$ cat config.mk
export PLATFORM = sky130hd
export DESIGN_NAME = exec_commit
export DESIGN_NICKNAME = d
export VERILOG_FILES = /design/src/rtl/exec_commit.sv
export SDC_FILE = /design/constraint.sdc
export NUM_CORES = 1
export LEC_CHECK = 0
export CAP_MARGIN = 20
export CORE_UTILIZATION = 51
export CTS_CLUSTER_DIAMETER = 60
export CTS_CLUSTER_SIZE = 30
export DETAILED_ROUTE_END_ITERATION = 8
export PLACE_DENSITY_LB_ADDON = 0.15
export SYNTH_ARGS = -nofsm -noshare
export SYNTH_HDL_FRONTEND = slang
export SYNTH_SLANG_ARGS = --single-unit
$ cat constraint.sdc
create_clock -name clk -period 4.38 [get_ports clk]
set_clock_uncertainty 0.2 [all_clocks]
set_input_delay 0.657 -clock clk [delete_from_list [all_inputs] [get_ports clk]]
set_output_delay 0.657 -clock clk [all_outputs]
set_load 0.005 [all_outputs]
$ cat src/rtl/exec_commit.sv
// Commit stage: PSR, branch resolve, 2-entry writeback FIFO; wb_* valid one cycle after accept.
// Back-pressure: in_ready drops when the FIFO is full, derived from registered count only.
module exec_commit #(
  parameter int DATA_WIDTH = 16,
  parameter int ADDR_WIDTH = 4
) (
  input  logic                  clk,
  input  logic                  reset,
  input  logic                  in_valid,
  output logic                  in_ready,
  input  logic [DATA_WIDTH-1:0] in_result,
  input  logic                  in_carry,
  input  logic                  in_low,
  input  logic                  in_flag,
  input  logic                  in_negative,
  input  logic                  in_zero,
  input  logic                  in_set_flags,
  input  logic                  in_wr_en,
  input  logic [ADDR_WIDTH-1:0] in_dest,
  input  logic                  in_is_branch,
  input  logic [3:0]            in_cond,
  output logic                  wb_valid,
  input  logic                  wb_ready,
  output logic [ADDR_WIDTH-1:0] wb_addr,
  output logic [DATA_WIDTH-1:0] wb_data,
  output logic [4:0]            psr,
  output logic                  carry_out,
  output logic                  branch_taken,
  output logic                  branch_valid
);

  typedef struct packed {
    logic [ADDR_WIDTH-1:0] addr;
    logic [DATA_WIDTH-1:0] data;
  } wb_entry_t;

  wb_entry_t  mem [2];
  logic       rd_ptr;
  logic       wr_ptr;
  logic [1:0] count;

  logic accept;
  logic push;
  logic pop;

  assign in_ready  = (count != 2'd2) & ~reset;
  assign accept    = in_valid & in_ready;
  assign push      = accept & in_wr_en;
  assign wb_valid  = (count != 2'd0);
  assign pop       = wb_valid & wb_ready;
  assign wb_addr   = mem[rd_ptr].addr;
  assign wb_data   = mem[rd_ptr].data;
  assign carry_out = psr[4];

  // psr layout is {C,L,F,N,Z}
  function automatic logic cond_met(input logic [3:0] cc, input logic [4:0] f);
    logic c, l, fl, n, z;
    logic r;
    c  = f[4];
    l  = f[3];
    fl = f[2];
    n  = f[1];
    z  = f[0];
    case (cc)
      4'b0000: r = z;
      4'b0001: r = ~z;
      4'b0010: r = c;
      4'b0011: r = ~c;
      4'b0100: r = l;
      4'b0101: r = ~l;
      4'b0110: r = n;
      4'b0111: r = ~n;
      4'b1000: r = fl;
      4'b1001: r = ~fl;
      4'b1010: r = ~l & ~z;
      4'b1011: r = l | z;
      4'b1100: r = ~n & ~z;
      4'b1101: r = n | z;
      4'b1110: r = 1'b1;
      default: r = 1'b0;
    endcase
    return r;
  endfunction

  always_ff @(posedge clk) begin
    if (reset) begin
      mem[0]       <= '0;
      mem[1]       <= '0;
      rd_ptr       <= 1'b0;
      wr_ptr       <= 1'b0;
      count        <= 2'd0;
      psr          <= 5'd0;
      branch_taken <= 1'b0;
      branch_valid <= 1'b0;
    end else begin
      if (push) begin
        mem[wr_ptr] <= '{addr: in_dest, data: in_result};
        wr_ptr      <= ~wr_ptr;
      end
      if (pop) begin
        rd_ptr <= ~rd_ptr;
      end
      case ({push, pop})
        2'b10:   count <= count + 2'd1;
        2'b01:   count <= count - 2'd1;
        default: count <= count;
      endcase

      if (accept && in_set_flags) begin
        psr <= {in_carry, in_low, in_flag, in_negative, in_zero};
      end

      // Branch sees the PSR from before this beat's own flag update.
      branch_valid <= accept & in_is_branch;
      branch_taken <= accept & in_is_branch & cond_met(in_cond, psr);
    end
  end

endmodule

==> flow_metrics.tcl, run 1 <==
set metrics [dict create \
    start_util_pct 54.3 \
    synth_area_leader_cell "edfxtp_1" \
    cts_tree "built" \
    grt_max_degree 22 \
    ir_drop_mv 0.218 \
    die_w_um 70.8 \
    seqPwrFrac_pct 53.0 \
    worst_slack_ns 1.41 \
    p_total_mw 1.11 \
    numCtsBuffers 5 \
    multi_input_area_sq_um 893 \
    via_count 1569 \
    hp-class "reg2reg" \
    io_pins 66 \
    synth_fp_nets 223 \
    place_ws_ns 1.19 \
    grt_pass1_vias 1582 \
    crit_fanout 20 \
    grtUsageTotal_pct 19.2 \
    clkPwrFrac_pct 28.2 \
    num_rows 24 \
    synthSimpleGateAreaFrac_pct 19.0 \
    cts_buffer_depth 2 \
    grt-ovfl-total 0 \
    drc 0 \
    hpwlAfterDp_um 2970 \
    critPathCaptureType "output pin" \
    synth_cells 186 \
    outcome "completed" \
    p_int_mw 0.867 \
    antenna_found_initial 0 \
    netlist.area_leader.share_pct 49.8 \
    max_freq_mhz 337 \
    layout.nets 285 \
    synth_mux_area_share_pct 11.4 \
    die_area_sq_mm 0.00501 \
    h-tree-depth 2 \
    numClockSinks 52 \
    grtUsageMet2_pct 33.8 \
    path_class "reg2out" \
    yosysWarningCount 0 \
    layout_common_cells "clkdlybuf4s50_1 (65), and2_1 (41), edfxtp_1 (40)" \
    wl_per_cell_um 14.7 \
    placed_cells 293 \
    hold_viol_final 0 \
    finish.utilization_pct 71.6 \
    globalplace.congestion 0.784 \
    period_share_pct 67.7 \
    postCtsHoldBufs 0 \
    io_buffers 65 \
    grt_pass1_wl_um 7360 \
    critical_path.cell_chain "mux2_2, clkdlybuf4s50_1" \
    power_switching_mw 0.242 \
    synth_top_family_by_area "simple AND/OR/NAND/NOR gates" \
    cts_root_buf "clkbuf_8" \
    slew_headroom_pct 38.3 \
    finalSetupViolations 0 \
    required_ns 3.52 \
    netlist-cell-type-count 41 \
    finalCriticalPeriod_ns 2.97 \
    stdcell_area_sq_mm 0.00318 \
    met1_usage_pct 23.0 \
    dr.first_iter.drc_count 103 \
    post_cts_buffers 0 \
    busiest_layer "met2" \
    totalWireLength_um 4420 \
    total_leakage_power_nw 1.20 \
    n_antenna_cell 0 \
    tightest_slew_ns 0.924 \
    synth_compound_area_share_pct 3.89 \
    syn-cell-area_sq_mm 0.00241 \
    synth-xor-area-share_pct 2.18 \
    p_comb_share_pct 18.8 \
    die_h_um 70.8 \
    cts_resized 0 \
    num-fill-cells 327 \
    core_area_sq_mm 0.00444 \
    drv_slew 0 \
    detail-route-antenna-nets 0 \
    arrival_ns 2.11 \
    power_density_mw_per_mm2 348 \
    syn_to_final_growth_pct 31.9 \
    setup.worst_path.start_class "flop" \
    ys_seq_area_share_pct 59.7 \
    cp_slowest_cell "dfxtp_1" \
    use_met3_pct 4.84 \
    seq_area_sq_mm 0.00144 \
    synth_fa_ha_area_share_pct 0.518 \
    yosys-top-cells-area "edfxtp_1 (50%), and2_1 (11%), dfxtp_1 (10%), mux2_2 (9.3%), mux2i_1 (2.1%)" \
    rsz0062_at_grt "no" \
    switching_share_pct 21.8 \
    placed_cell_area_sq_mm 0.00308 \
    drt_first_pass_iters 6 \
    cts.clk_slew.worst_paths_ns 0.09 \
    fin_hold_ws_ns 0.332 \
    fin_setup_tns_ns 0 \
    drive_gt1_share_pct 13.7 \
    insertion_delay_ns 0.29 \
    final_common_cell "clkdlybuf4s50_1" \
    syn_area_per_cell_sq_um 13.0 \
    avgViaCountPerCell 5.21 \
    stdcell_count 301 \
    critical-path-max-stage-delay_ns 0.94 \
    cap_violations 0 \
    ys_ff_latch 52 \
]
per-layer routing:
metal | part of all wire [%] | routed length (um)
met2 | 49 | 2190
met5 | 0 | 0
met3 | 4.9 | 215
met4 | 1.2 | 53
met1 | 44 | 1970
power by group through the flow:
stage / registers (mW) / logic [mW] / clock network, mW
CTS: 0.589 / 0.211 / 0.320
detailed placement: 0.600 / 0.209 / 0
global route: 0.592 / 0.225 / 0.341
finish: 0.587 / 0.209 / 0.313
global placement: 0.598 / 0.207 / 0
floorplan: 0.582 / 0.112 / 0
synthesized netlist by cell type:
| cell | n |
|---|---|
| mux2_2 | 20 |
| a21oi_2 | 1 |
| nor4bb_1 | 1 |
| buf_2 | 6 |
| a31oi_1 | 1 |
| nand2_1 | 1 |
| inv_1 | 3 |
| nand3_2 | 1 |
| or4bb_1 | 1 |
| o311ai_0 | 1 |
| nand4b_1 | 1 |
| ha_1 | 1 |
| a41o_1 | 1 |
| nor3b_1 | 2 |
| xnor2_1 | 4 |
| or3_1 | 1 |
| nand2b_1 | 1 |
| nor2b_2 | 1 |
| nand4_1 | 1 |
| a311oi_1 | 1 |
| o31ai_1 | 1 |
| o21ai_0 | 2 |
| nor4b_1 | 1 |
| edfxtp_1 | 40 |
| dfxtp_1 | 12 |
| xor2_1 | 2 |
| or4b_1 | 1 |
| clkbuf_1 | 3 |
| and3_1 | 1 |
| a21oi_1 | 1 |
| or2_2 | 3 |
| a32oi_1 | 1 |
| and2_1 | 41 |
| buf_4 | 2 |
| nor2b_1 | 2 |
| mux2i_1 | 5 |
| nand3_1 | 3 |
| a41oi_1 | 1 |
| a2111o_1 | 1 |
| buf_6 | 1 |
| nor2_1 | 12 |
sequential cells by signal (all words and copies together) (netlist names), named ones only:
| register | count |
|---|---|
| mem | 40 |
| psr | 5 |
| count | 2 |
| branch_taken | 1 |
| branch_valid | 1 |
| rd_ptr | 1 |
| wr_ptr | 1 |
cell type report:
class / count / share of cell area (%)
Sequential cell: 52 / 45.3
Timing Repair Buffer: 67 / 20.9
Multi-Input combinational cell: 119 / 28.1
Inverter: 3 / 0.354
Clock inverter: 3 / 1.18
Tap cell: 52 / 2.04
Clock buffer: 5 / 2.16
path summary, 6_finish.rpt:
path	start	end	slack, ns	cells past startpoint
max	flop	wb_addr[2]	1.41	2
max reg2reg	count[0]	mem[0][15]	2.29	5
min	rd_ptr	rd_ptr	0.33	2
min reg2reg	rd_ptr	rd_ptr	0.33	2
worst max-delay path: cells and delay by family (launching register included):
| family | cells | cell delay [ns] |
|---|---|---|
| DFF | 1 | 0.94 |
| buffers and inverters | 1 | 0.45 |
| muxes | 1 | 0.43 |
cells by family after synthesis:
logic type,Yosys count
xor gates and xnor gates,6
and+or+nand+nor,75
adders and majority gates,1
muxes,25
buffers and inverters,15
AOI/OAI and AO/OA,12
DFF,52
(Power assumes the default switching activity.)
==> inputs of run 2 (changes only) <==
--- a/config.mk
+++ b/config.mk
@@ -6,7 +6,7 @@
 export NUM_CORES = 1
 export LEC_CHECK = 0
 export CAP_MARGIN = 20
-export CORE_UTILIZATION = 51
+export CORE_UTILIZATION = 48
 export CTS_CLUSTER_DIAMETER = 60
 export CTS_CLUSTER_SIZE = 30
 export DETAILED_ROUTE_END_ITERATION = 8
==> constraint.sdc (replaced) <==
create_clock -name clk -period 3 [get_ports clk]
set_clock_uncertainty 0.2 [all_clocks]
set_input_delay 0.45 -clock clk [delete_from_list [all_inputs] [get_ports clk]]
set_output_delay 0.45 -clock clk [all_outputs]
set_load 0.005 [all_outputs]
==> run 2 against run 1 <==
Against the previous run:
- non-clock buffer count rose by 2
- via count barely moved
- worst hold slack got worse by 0.022 ns
- sequential cell count did not move
- sequential share of layout area fell by 0.21 points
- clock power rose by 22%
- utilization fell by 4.8 points
- global-route usage fell by 1.3 points
- total power rose by 40%
- first-iteration DRC count fell by 21%
- setup slack got worse by 0.80 ns
- combinational power rose by 58%
- critical endpoint is now wb_data[13]
==> flow_metrics.tcl, run 2 (synthesis gave the netlist of run 1 again) <==
set metrics [dict create \
    outcome "completed" \
    hold_viol_final 0 \
    postCtsHoldBufs 0 \
    layout_common_cells "clkdlybuf4s50_1 (65), and2_1 (41), edfxtp_1 (40)" \
    finalSetupViolations 0 \
    hp-class "reg2reg" \
    rsz0062_at_grt "no" \
    path_class "reg2out" \
    reg2reg_to "count[1]" \
    period_share_pct 79.4 \
    setup.worst_path.start_class "flop" \
    die_area_sq_mm 0.00532 \
    drive_gt1_share_pct 15.1 \
    required_ns 2.35 \
    layout.nets 287 \
    critPathCaptureType "output pin" \
    n_antenna_cell 0 \
    dr.max_layer_used "met4" \
    ir_drop_mv 0.238 \
    worst-path-buf-inv 2 \
    syn_to_final_growth_pct 32.5 \
    num_rows 25 \
    cts_resized 0 \
    cpLargestDelayFamily "buffers and inverters" \
    start_util_pct 50.4 \
    drv_slew 0 \
    fin_setup_tns_ns 0 \
    crit_fanout 20 \
    grt_pass1_vias 1515 \
    drt_first_pass_iters 4 \
    reg.largest.list "mem (40), psr (5), count (2)" \
    hpwlAfterDp_um 2970 \
    cp_slowest_cell "clkdlybuf4s50_1" \
    post_cts_buffers 0 \
    grt_pass1_wl_um 7070 \
    fin_hold_ws_ns 0.310 \
    numCtsBuffers 5 \
    core_area_sq_mm 0.00479 \
    regMostFlops "mem" \
    hold_path_end "count[1]" \
    r2r_cells 5 \
    io_pins 66 \
    max_freq_mhz 420 \
    io_buffers 65 \
    hold_depth 2 \
    switching_share_pct 23.2 \
    cap_violations 0 \
    numClockSinks 52 \
    dr.first_iter.drc_count 81 \
    die_w_um 72.9 \
    drc 0 \
    critical-path-max-stage-delay_ns 0.47 \
    met1Wirelength_um 1950 \
    h-tree-depth 2 \
    wl_met2_um 2190 \
    antenna_found_initial 0 \
    cts.clk_slew.worst_paths_ns 0.09 \
    avgViaCountPerCell 4.93 \
    final_common_cell "clkdlybuf4s50_1" \
    ff2ff_setup_slack_ns 1.04 \
    critical_path.cell_chain "buf_4, mux2_2, clkdlybuf4s50_1" \
    power_density_mw_per_mm2 484 \
    slew_headroom_pct 66.1 \
    cts_root_buf "clkbuf_8" \
    p_comb_share_pct 21.3 \
    clkPwrFrac_pct 24.6 \
    grt-ovfl-total 0 \
    p_int_mw 1.19 \
    wl_met3_um 194 \
    globalplace.congestion 0.743 \
    via_count 1568 \
    grt_max_degree 21 \
    detail-route-antenna-nets 0 \
    r2r-start "count[0]" \
    cts_tree "built" \
    wl_per_cell_um 13.7 \
    total_leakage_power_nw 1.21 \
    tightest_slew_ns 0.509 \
    seqPwrFrac_pct 54.1 \
    placed_cell_area_sq_mm 0.00311 \
    arrival_ns 1.73 \
    power_switching_mw 0.359 \
    worstHoldStart "count[1]" \
    finalCriticalPeriod_ns 2.38 \
    cts_buffer_depth 2 \
    totalWireLength_um 4370 \
    largest_reg_flops 40 \
    grtUsageTotal_pct 17.9 \
    stdcell_area_sq_mm 0.00320 \
    insertion_delay_ns 0.30 \
    die_h_um 72.9 \
]
## run 2: worst max path at each step
| stage | from | endpoint | cells after the start |
|---|---|---|---|
| after detailed placement | in_valid | mem[1][16] | 5 |
| after floorplan | count[0] | count[1] | 5 |
| after global placement | in_valid | mem[1][16] | 5 |
| after global routing | flop | wb_data[13] | 3 |
| final | flop | wb_data[13] | 3 |
| after CTS | flop | wb_data[13] | 3 |
## run 2: layout make-up
cell class / count / area, sq um
fillers: 386 / 1590
repair buffers: 69 / 681
flip-flops and latches: 52 / 1440
clock inverters: 3 / 18.8
multi-input cells: 119 / 893
clock buffers: 5 / 68.8
inverters: 3 / 11.3
well taps: 67 / 83.8
## run 2: power groups by stage
stage	Clock, mW	Combinational [mW]	Sequential (mW)
after CTS	0.388	0.335	0.838
after global placement	0	0.328	0.853
after floorplan	0	0.163	0.849
after detailed placement	0	0.332	0.854
final	0.381	0.330	0.837
after global routing	0.428	0.356	0.842
## run 2: stage by stage
| step | util, % | instances | power [mW] | setup WS, ns |
|---|---|---|---|---|
| 3_3_place_gp | 65.0 | 310 | 1.18 | 0.587 |
| 3_5_place_dp | 65.0 | 310 | 1.19 | 0.541 |
| 6_report | 66.8 | 318 | 1.55 | 0.618 |
| 5_1_grt | 66.8 | 318 | 1.63 | 0.529 |
| 4_1_cts | 66.8 | 318 | 1.56 | 0.589 |
| 2_1_floorplan | - | 186 | 1.01 | 1.14 |
## run 2: layer usage
layer / track usage [%] / vias up
li1: - / 789
met1: 23.8 / 728
met2: 29.3 / 46
met3: 5.25 / 5
met4: 4.14 / 0
met5: 0 / -
## run 2: worst reg2reg max path: cells and delay by family, from the launching register on
kind / cells / cell delay (ns)
and+or+nand+nor: 3 / 0.89
DFF: 1 / 0.36
adders and majority gates: 1 / 0.32
AOI/OAI and AO/OA: 1 / 0.13
==> inputs of run 3 (changes only) <==
--- a/config.mk
+++ b/config.mk
@@ -6,7 +6,7 @@
 export NUM_CORES = 1
 export LEC_CHECK = 0
 export CAP_MARGIN = 20
-export CORE_UTILIZATION = 48
+export CORE_UTILIZATION = 43
 export CTS_CLUSTER_DIAMETER = 60
 export CTS_CLUSTER_SIZE = 30
 export DETAILED_ROUTE_END_ITERATION = 8
==> constraint.sdc (replaced) <==
create_clock -name clk -period 1.96 [get_ports clk]
set_clock_uncertainty 0.2 [all_clocks]
set_input_delay 0.294 -clock clk [delete_from_list [all_inputs] [get_ports clk]]
set_output_delay 0.294 -clock clk [all_outputs]
set_load 0.005 [all_outputs]
==> run 3 against run 2 <==
Against the previous run:
- via count rose by 6.3%
- critical path depth rose by 1
- routed wire length rose by 4.5%
- worst hold slack improved by 0.0081 ns
- sequential power rose by 54%
- count of clock-buffer cells in the layout did not move
- setup slack got worse by 0.58 ns
- die area rose by 11%
- global-route usage fell by 2.0 points
- critical path type unchanged
==> flow_metrics.tcl, run 3 (synthesis gave the netlist of run 1 again) <==
set metrics [dict create \
    outcome "completed" \
    hp-class "reg2reg" \
    via_count 1666 \
    met1Wirelength_um 1880 \
    insertion_delay_ns 0.29 \
    numClockSinks 52 \
    path_class "reg2out" \
    stdcell_area_sq_mm 0.00337 \
    critPathCaptureType "output pin" \
    numCtsBuffers 5 \
    drv_slew 0 \
    drive_gt1_share_pct 25.6 \
    drt_first_pass_iters 4 \
    cts_root_buf "clkbuf_8" \
    start_util_pct 45.8 \
    cts_tree "built" \
    placed_cell_area_sq_mm 0.00323 \
    slew_headroom_pct 76.6 \
    finalSetupViolations 0 \
    dr.first_iter.drc_count 65 \
    core_area_sq_mm 0.00527 \
    grt_pass1_wl_um 7310 \
    syn_to_final_growth_pct 39.6 \
    ff2ff_setup_slack_ns 0.08 \
    cts.clk_slew.worst_paths_ns 0.09 \
    period_share_pct 98.0 \
    num-fill-cells 455 \
    num_rows 26 \
    io_buffers 65 \
    detail-route-antenna-nets 0 \
    max_freq_mhz 521 \
    place_ws_ns -0.256 \
    cap_violations 0 \
    h-tree-depth 2 \
    grt-ovfl-total 0 \
    arrival_ns 1.43 \
    tightest_slew_ns 0.350 \
    hpwlAfterDp_um 2950 \
    required_ns 1.47 \
    multi_input_area_sq_um 911 \
    die_h_um 76.9 \
    regMostFlops "mem" \
    finish.utilization_pct 63.9 \
    hold_viol_final 0 \
    fin_hold_ws_ns 0.318 \
    rsz0062_at_grt "no" \
    finalCriticalPeriod_ns 1.92 \
    layout_common_cells "clkdlybuf4s50_1 (44), and2_1 (41), edfxtp_1 (40)" \
    grtUsageTotal_pct 15.9 \
    die_w_um 76.9 \
    final_common_cell "clkdlybuf4s50_1" \
    cts_buffer_depth 2 \
    postCtsHoldBufs 0 \
    setup.worst_path.start_class "flop" \
    wl_met3_um 174 \
    worst_slack_ns 0.0394 \
    grt_max_degree 21 \
    globalplace.congestion 0.816 \
    avgViaCountPerCell 4.96 \
    antenna_found_initial 0 \
    die_area_sq_mm 0.00592 \
    wl_per_cell_um 13.6 \
    grt_pass1_vias 1615 \
    dr.max_layer_used "met4" \
    wl_met2_um 2480 \
    crit_fanout 4 \
    io_pins 66 \
    total_leakage_power_nw 1.35 \
    reg.largest.list "mem (40), psr (5), count (2)" \
    n_antenna_cell 0 \
    totalWireLength_um 4560 \
    layout.nets 302 \
    ir_drop_mv 0.379 \
    seq_area_sq_mm 0.00145 \
    drc 0 \
    power_density_mw_per_mm2 759 \
    largest_reg_flops 40 \
]
==> run 3: power by group <==
part	total, mW	leakage [nW]	switching, mW	internal [mW]
Clock	0.705	0.0541	0.327	0.378
Sequential	1.29	0.515	0.0372	1.26
Combinational	0.561	0.778	0.203	0.358
==> run 3: timing repair <==
| item | CTS | global route |
|---|---|---|
| setup endpoints to repair | 21 | 13 |
| cloned | 1 | 0 |
| buffers inserted | 4 | 0 |
| resized for setup | 45 | 15 |
| pin swaps | 0 | 0 |
| endpoints found under the hold margin | 0 | 0 |
==> run 3: layout make-up <==
cell class                 instances  share of cell area, %
sequential                        52                   42.9
multi-input combinational        119                   27.0
timing repair buffer              84                   23.8
tap                               70                   2.60
clock buffer                       5                   2.04
clock inverter                     3                   1.26
inverter                           3                  0.334
==> run 3: metal layers <==
layer | vias up | GRT usage [%]
met5 | - | 0
met4 | 0 | 5.38
met3 | 2 | 2.62
met2 | 43 | 31.1
met1 | 799 | 17.0
li1 | 822 | -
==> run 3: metrics by stage <==
| stage | setup TNS [ns] | cells | power (mW) |
|---|---|---|---|
| 6_report | 0 | 336 | 2.56 |
| 4_1_cts | -0.0532 | 336 | 2.58 |
| 3_3_place_gp | -4.17 | 323 | 1.85 |
| 2_1_floorplan | 0 | 186 | 1.55 |
| 5_1_grt | 0 | 336 | 2.66 |
| 3_5_place_dp | -5.60 | 323 | 1.86 |
==> run 3: critical path, stage by stage (launching register included) <==
cell and delay [ns]:
dfxtp_4 0.40, buf_16 0.12, buf_6 0.10, mux2_2 0.32, clkdlybuf4s15_1 0.20
==> run 3: path summary, 6_finish.rpt <==
| check | startpoint | to | depth (start not counted) |
|---|---|---|---|
| hold reg to reg | rd_ptr | rd_ptr | 2 |
| setup / recovery | flop | wb_data[6] | 4 |
| setup reg to reg | count[0] | count[1] | 5 |
| hold / removal | rd_ptr | rd_ptr | 2 |
